[src/rtl/io_core_pkg.sv]
// Shared constants, region type and word-count helper for the io_core slice.
// Change flags are built only when IO_CORE_CHANGE_FLAGS_EN is defined.
package io_core_pkg;

   localparam int BUS_W           = 16;
   localparam int CTRL_OFS        = 0;
   localparam int STATUS_OFS      = 1;
   localparam int IN_OFS          = 2;
   localparam int CTRL_STROBE_BIT = 0;
   localparam int CTRL_CONT_BIT   = 1;

   typedef enum logic [2:0] {
      REG_NONE,
      REG_CTRL,
      REG_STATUS,
      REG_IN,
      REG_OUT
   } region_e;

   function automatic int words(input int w);
      return (w + 15) / 16;
   endfunction

endpackage

[src/rtl/io_core_word_decode.sv]
// Maps a bus address to a register region, probe index and word index.
// Purely combinational; the address map is fixed by the parameters.
module io_core_word_decode
   import io_core_pkg::*;
#(
   parameter logic [15:0] BASE_ADDR = 16'h0000,
   parameter int          N_IN      = 4,
   parameter int          WI        = 2,
   parameter int          N_OUT     = 4,
   parameter int          WO        = 2
) (
   input  logic [15:0] addr_i,
   output region_e     region_o,
   output logic [3:0]  probe_o,
   output logic [1:0]  word_o
);

   localparam logic [31:0] IN_END  = 32'(IN_OFS + N_IN * WI);
   localparam logic [31:0] OUT_END = 32'(IN_OFS + N_IN * WI + N_OUT * WO);

   logic [31:0] ofs;
   logic [31:0] rel;

   // Addresses below BASE_ADDR wrap to huge offsets and fall out of window.
   assign ofs = {16'h0, addr_i} - {16'h0, BASE_ADDR};

   always_comb begin
      region_o = REG_NONE;
      probe_o  = '0;
      word_o   = '0;
      rel      = '0;
      if (ofs == 32'(CTRL_OFS)) begin
         region_o = REG_CTRL;
      end else if (ofs == 32'(STATUS_OFS)) begin
         region_o = REG_STATUS;
      end else if (ofs < IN_END) begin
         region_o = REG_IN;
         rel      = ofs - 32'(IN_OFS);
         probe_o  = 4'(rel / 32'(WI));
         word_o   = 2'(rel % 32'(WI));
      end else if (ofs < OUT_END) begin
         region_o = REG_OUT;
         rel      = ofs - IN_END;
         probe_o  = 4'(rel / 32'(WO));
         word_o   = 2'(rel % 32'(WO));
      end
   end

endmodule

[src/rtl/io_core_multi.sv]
// Memory-mapped I/O probe core on the daisy-chained 16-bit register bus.
// Define IO_CORE_CHANGE_FLAGS_EN to build the sticky input-change flags.
module io_core_multi
   import io_core_pkg::*;
#(
   parameter logic [15:0]            BASE_ADDR = 16'h0000,
   parameter int                     N_IN      = 4,
   parameter int                     IN_W      = 20,
   parameter int                     N_OUT     = 4,
   parameter int                     OUT_W     = 20,
   parameter logic [N_OUT*OUT_W-1:0] OUT_INIT  = '0
) (
   input  logic                   clk,
   input  logic                   rst,
   input  logic [N_IN*IN_W-1:0]   in_probes,
   output logic [N_OUT*OUT_W-1:0] out_probes,
   input  logic [15:0]            addr_i,
   input  logic [15:0]            data_i,
   input  logic                   rw_i,
   input  logic                   valid_i,
   output logic [15:0]            addr_o,
   output logic [15:0]            data_o,
   output logic                   rw_o,
   output logic                   valid_o
);

   localparam int WI = words(IN_W);
   localparam int WO = words(OUT_W);

   region_e    region;
   logic [3:0] probe;
   logic [1:0] word;

   io_core_word_decode #(
      .BASE_ADDR (BASE_ADDR),
      .N_IN      (N_IN),
      .WI        (WI),
      .N_OUT     (N_OUT),
      .WO        (WO)
   ) u_dec (
      .addr_i   (addr_i),
      .region_o (region),
      .probe_o  (probe),
      .word_o   (word)
   );

   logic [1:0]             ctrl_q, ctrl_d;
   logic                   strobe_q;
   logic                   upd;
   logic [N_IN*IN_W-1:0]   in_buf_q;
   logic [N_OUT*OUT_W-1:0] out_buf_q, out_buf_d;
   logic [N_OUT*OUT_W-1:0] out_probes_q;
   logic [15:0]            addr_q, data_q, data_d;
   logic                   rw_q, valid_q;
   logic [15:0]            status_word, rd_word;
   logic                   rd_hit, wr_hit;
   logic [WI*BUS_W-1:0]    in_pad;
   logic [WO*BUS_W-1:0]    out_pad, wr_pad;

   assign rd_hit = valid_i & ~rw_i & (region != REG_NONE);
   assign wr_hit = valid_i & rw_i;
   assign upd    = (ctrl_q[CTRL_STROBE_BIT] & ~strobe_q)
                 | ctrl_q[CTRL_CONT_BIT];

   // Probes are zero-padded to whole bus words before word selection.
   always_comb begin
      rd_word = '0;
      in_pad  = '0;
      out_pad = '0;
      unique case (region)
         REG_CTRL:   rd_word = 16'(ctrl_q);
         REG_STATUS: rd_word = status_word;
         REG_IN: begin
            for (int i = 0; i < N_IN; i++) begin
               if (probe == 4'(i)) begin
                  in_pad = (WI*BUS_W)'(in_buf_q[i*IN_W +: IN_W]);
                  for (int k = 0; k < WI; k++)
                     if (word == 2'(k)) rd_word = in_pad[k*BUS_W +: BUS_W];
               end
            end
         end
         REG_OUT: begin
            for (int j = 0; j < N_OUT; j++) begin
               if (probe == 4'(j)) begin
                  out_pad = (WO*BUS_W)'(out_buf_q[j*OUT_W +: OUT_W]);
                  for (int k = 0; k < WO; k++)
                     if (word == 2'(k)) rd_word = out_pad[k*BUS_W +: BUS_W];
               end
            end
         end
         default: rd_word = '0;
      endcase
   end

   always_comb begin
      out_buf_d = out_buf_q;
      wr_pad    = '0;
      if (wr_hit && region == REG_OUT) begin
         for (int j = 0; j < N_OUT; j++) begin
            if (probe == 4'(j)) begin
               wr_pad = (WO*BUS_W)'(out_buf_q[j*OUT_W +: OUT_W]);
               for (int k = 0; k < WO; k++)
                  if (word == 2'(k)) wr_pad[k*BUS_W +: BUS_W] = data_i;
               out_buf_d[j*OUT_W +: OUT_W] = wr_pad[OUT_W-1:0];
            end
         end
      end
   end

   assign ctrl_d = (wr_hit && region == REG_CTRL) ? data_i[1:0] : ctrl_q;
   assign data_d = rd_hit ? rd_word : data_i;

`ifdef IO_CORE_CHANGE_FLAGS_EN
   logic [N_IN-1:0] status_q, status_set, status_clr;

   always_comb begin
      status_set = '0;
      for (int i = 0; i < N_IN; i++)
         status_set[i] = upd &&
            (in_probes[i*IN_W +: IN_W] != in_buf_q[i*IN_W +: IN_W]);
   end

   assign status_clr = (wr_hit && region == REG_STATUS)
                     ? data_i[N_IN-1:0] : '0;

   // A set and a clear on the same edge leave the flag set.
   always_ff @(posedge clk or posedge rst) begin
      if (rst) status_q <= '0;
      else     status_q <= (status_q & ~status_clr) | status_set;
   end

   assign status_word = 16'(status_q);
`else
   assign status_word = '0;
`endif

   always_ff @(posedge clk or posedge rst) begin
      if (rst) begin
         addr_q       <= '0;
         data_q       <= '0;
         rw_q         <= 1'b0;
         valid_q      <= 1'b0;
         ctrl_q       <= '0;
         strobe_q     <= 1'b0;
         in_buf_q     <= '0;
         out_buf_q    <= OUT_INIT;
         out_probes_q <= OUT_INIT;
      end else begin
         addr_q    <= addr_i;
         data_q    <= data_d;
         rw_q      <= rw_i;
         valid_q   <= valid_i;
         ctrl_q    <= ctrl_d;
         strobe_q  <= ctrl_q[CTRL_STROBE_BIT];
         out_buf_q <= out_buf_d;
         if (upd) begin
            in_buf_q     <= in_probes;
            out_probes_q <= out_buf_q;
         end
      end
   end

   assign addr_o     = addr_q;
   assign data_o     = data_q;
   assign rw_o       = rw_q;
   assign valid_o    = valid_q;
   assign out_probes = out_probes_q;

endmodule

[config.mk]
export PLATFORM = sky130hd
export DESIGN_NAME = io_core_multi
export DESIGN_NICKNAME = d
export VERILOG_FILES = /design/src/rtl/io_core_pkg.sv /design/src/rtl/io_core_word_decode.sv /design/src/rtl/io_core_multi.sv
export SDC_FILE = /design/constraint.sdc
export NUM_CORES = 1
export LEC_CHECK = 0
export ABC_AREA = 1
export BUFFER_PORTS_ARGS = -buffer_cell sky130_fd_sc_hd__buf_2
export CORE_MARGIN = 10
export CORE_UTILIZATION = 56
export CTS_CLUSTER_SIZE = 12
export DETAILED_ROUTE_END_ITERATION = 8
export GPL_TIMING_DRIVEN = 0
export PLACE_DENSITY = 0.8
export REMOVE_ABC_BUFFERS = 1
export SLEW_MARGIN = 20
export SYNTH_ARGS = -nofsm -noshare
export SYNTH_HDL_FRONTEND = slang
export SYNTH_SLANG_ARGS = --single-unit
[constraint.sdc]
create_clock -name clk -period 10.6 [get_ports clk]
set_input_delay 0.53 -clock clk [delete_from_list [all_inputs] [get_ports clk]]
set_output_delay 0.53 -clock clk [all_outputs]
set_load 0.02 [all_outputs]
==> results.md <==
- Final period util: 0.360
- PwrDens: 149 mW/mm²
- DP HPWL: between 20000 and 25000 µm
- Grt total ovfl: 0
- GPL Wtd Cong: 0.871
- Via-per-instance ratio: 5.47
- CP Data Arrival Time: approximately 4.2 ns
- Total CTS buffers: 29
- Max-slew violations: 0
- Least-Margin Pin Slew: ~1.1 ns
- Final Setup Violations: 0
- Synth unique cells: 36
- Final Worst Setup Slack: roughly 6.8 ns
- Die H: approximately 170 µm
- Yosys top cell by area: dfrtp_1
- Clock Path Buffers: 3
- First-pass GRT wire length: ~53000 µm
- Routed Antenna Nets: 0
- Avg Synthesized Cell Area: between 9 and 10 µm²
- Unrepaired setup endpoints after global routing: false
- Final hold vios: 0
- Register bit count reported by yosys: 277
- Vias in the first global route: ~10000
- Final #Nets: ~1600
- Largest net degree at the start of global routing: between 90 and 100
- CP endpoint kind: flip-flop
- Worst r2r path cells: 6
- Clock Pin Slew Worst Setup and Hold Paths: approximately 0.06 ns
- Leakage: roughly 7.7 nW
- Detailed Route Iter0 Violations: 700
- Worst vdd ir: between 0.1 and 0.15 mV
- Port buffer count: 229
- R2r setup slk: ~8.4 ns
- Ys Warns: 0
- Relative slew slack: 0.290
- # rows: 54
- FF-to-FF Start: ctrl_q[0]$_DFFE_PP0P_
- Clock root cell: clkbuf_16
- First-pass iteration count of the detailed router: 5
- Area share of the largest cell type after synthesis: 0.566
- Hold crit path type: input pin to async pin
- # Post-CTS Setup Buffers: 0
- H-tree levels: 1
- Synthesized cell area: around 0.012 mm²
- WS Path Type: input pin to flip-flop
- Clk sinks: about 280
- Worst r2r dst: out_probes[12]$_DFFE_PP0P_
- Minimum clock period: approximately 3.8 ns
- Total GRT Usage: 0.229
- I/O pins: 230
- Ranking of synthesized cells by area: dfrtp_1 57%, mux2_2 10%, nand2_1 10%
- Launch point of the worst path: addr_i[1]
- CP Launch Type: input pin
- Mapped Cells: between 1000 and 1500
- Area Growth Syn to Fin: 19.2%
- Total wire length: 33700 µm
- Initial antenna violation count: 1
- Starting Density: 0.564
- Hold buffers post-CTS: 0
- Fmax: between 200 and 300 MHz
- Routed len/inst: roughly 19 µm
- Later-pin clock latency in the skew report: around 0.54 ns
- Die area: ~0.028 mm²
- Crit-path slowest cell: nor3_4
- CP required: between 10 and 15 ns
- Utilization after layout: 0.673
- CTS tree: yes
- Pre-CTS setup slack: just over 6 ns
- Final Hold Slack: roughly 0.12 ns
- Post_cts resized: 0
- Routed vias: just under 10000
- Max-cap violation count: 0
- Core Region: 0.0217 mm²
- # DRC: 0
- Clock Skew: 0.00699 ns
- Layout cells sized above 1: 0.292
- Delay of the slowest cell on the worst path: slightly below 0.9 ns
- Crit-path max FO: 32
- Outcome: finished, final reports clean
- Die Width: approximately 170 µm
- Seq/Total Area, Yosys: 0.566
- Cells along the critical path: buf_2 -> inv_2 -> ha_1 -> inv_1 -> nor3_4 -> nand2_4 -> nor2_2 -> nand2_2 -> nand2_1 -> o21ai_2
-- flip-flops by register name, summed over array words and instances (netlist names) --
name / cells
in_buf_q: 80
out_buf_q: 80
out_probes: 80
addr_o: 16
data_o: 16
ctrl_q: 2
rw_o: 1
strobe_q: 1
valid_o: 1
-- power by group --
part           switching [mW]  internal, mW  total [mW]
sequential            0.00339          1.07        1.07
combinational          0.0797        0.0304       0.110
clock                   0.397         0.597       0.993
-- critical path: cells and delay by family --
| family | cells | cell delay (ns) |
|---|---|---|
| AO/OA/AOI/OAI | 1 | 0.08 |
| buffers and inverters | 3 | 1.14 |
| adder cells (fa/ha/maj) | 1 | 0.32 |
| AND/OR/NAND/NOR | 5 | 2.11 |
-- final cells by class --
class	instances	area, µm²
clock buffers	46	860
diodes	1	2.50
inverters	112	430
multi-input cells	817	4590
repair buffers	238	1360
clock inverters	3	65.1
well taps	280	350
flip-flops and latches	277	6930
fillers	1680	7100
-- cells in the mapped netlist (all sizes together) --
cell / number
a21oi: 38
a31oi: 2
buf: 29
clkbuf: 32
dfrtp: 277
ha: 1
inv: 112
mux2: 114
nand2: 351
nand3: 50
nand3b: 1
nand4: 5
nor2: 87
nor3: 5
o2111ai: 23
o21ai: 134
o21bai: 3
o221ai: 1
or3b: 1
xnor2: 1
-- how the worst max path moves through the flow --
| stage | to | slack [ns] | depth (start not counted) |
|---|---|---|---|
| finish | out_buf_q[32]$_DFFE_PP0P_ | 6.78 | 10 |
| floorplan | in_buf_q[10]$_DFFE_PP0P_ | 0.99 | 3 |
| CTS | data_o[0]$_DFF_PP0_ | 6.63 | 15 |
| global route | out_buf_q[32]$_DFFE_PP0P_ | 6.65 | 10 |
| detailed placement | data_o[0]$_DFF_PP0_ | 6.09 | 15 |
| global placement | out_probes[24]$_DFFE_PP0P_ | -2.99 | 3 |
-- cells in the final DEF, fill, tap and decap left out, types with 6 or more instances in the layout --
master	n
nand3_1	47
nor2_1	77
clkbuf_16	29
a21oi_1	38
nor2_2	7
o21ai_0	91
o2111ai_1	23
buf_2	229
nand2_2	7
o21ai_1	37
clkbuf_1	10
o21ai_2	6
clkbuf_8	7
inv_1	105
dfrtp_1	277
mux2_2	114
nand2_1	339
-- through the flow --
| stage | instances | total power, mW | TNS [ns] | cell area, µm² |
|---|---|---|---|---|
| 2_1_floorplan | 1206 | 1.14 | 0 | 11900 |
| 3_3_place_gp | 1715 | 1.19 | -548.06 | 13400 |
| 3_5_place_dp | 1724 | 1.20 | 0 | 13700 |
| 4_1_cts | 1773 | 2.19 | 0 | 14600 |
| 5_1_grt | 1773 | 2.24 | 0 | 14600 |
| 6_report | 1774 | 2.17 | 0 | 14600 |
-- layer usage --
layer | global-route usage | part of all wire | up-vias | wire, µm
li1 | - | - | 4552 | -
met1 | 0.287 | 0.40 | 4717 | 13600
met2 | 0.385 | 0.49 | 385 | 16400
met3 | 0.0566 | 0.084 | 58 | 2840
met4 | 0.0666 | 0.024 | 0 | 812
met5 | 0 | 0 | - | 0
-- cell families (layout without fill, tap and decap cells) --
logic type	after synthesis	after routing	share of synthesized area
simple gates	500	500	0.172
flops	277	277	0.566
compound gates	201	201	0.0934
other cells	0	1	0
xor+xnor	1	1	0.000716
buf+inv	173	399	0.0614
fa+ha+maj	1	1	0.00102
mux	114	114	0.105
Note: power is estimated with default switching activity, not from simulation.
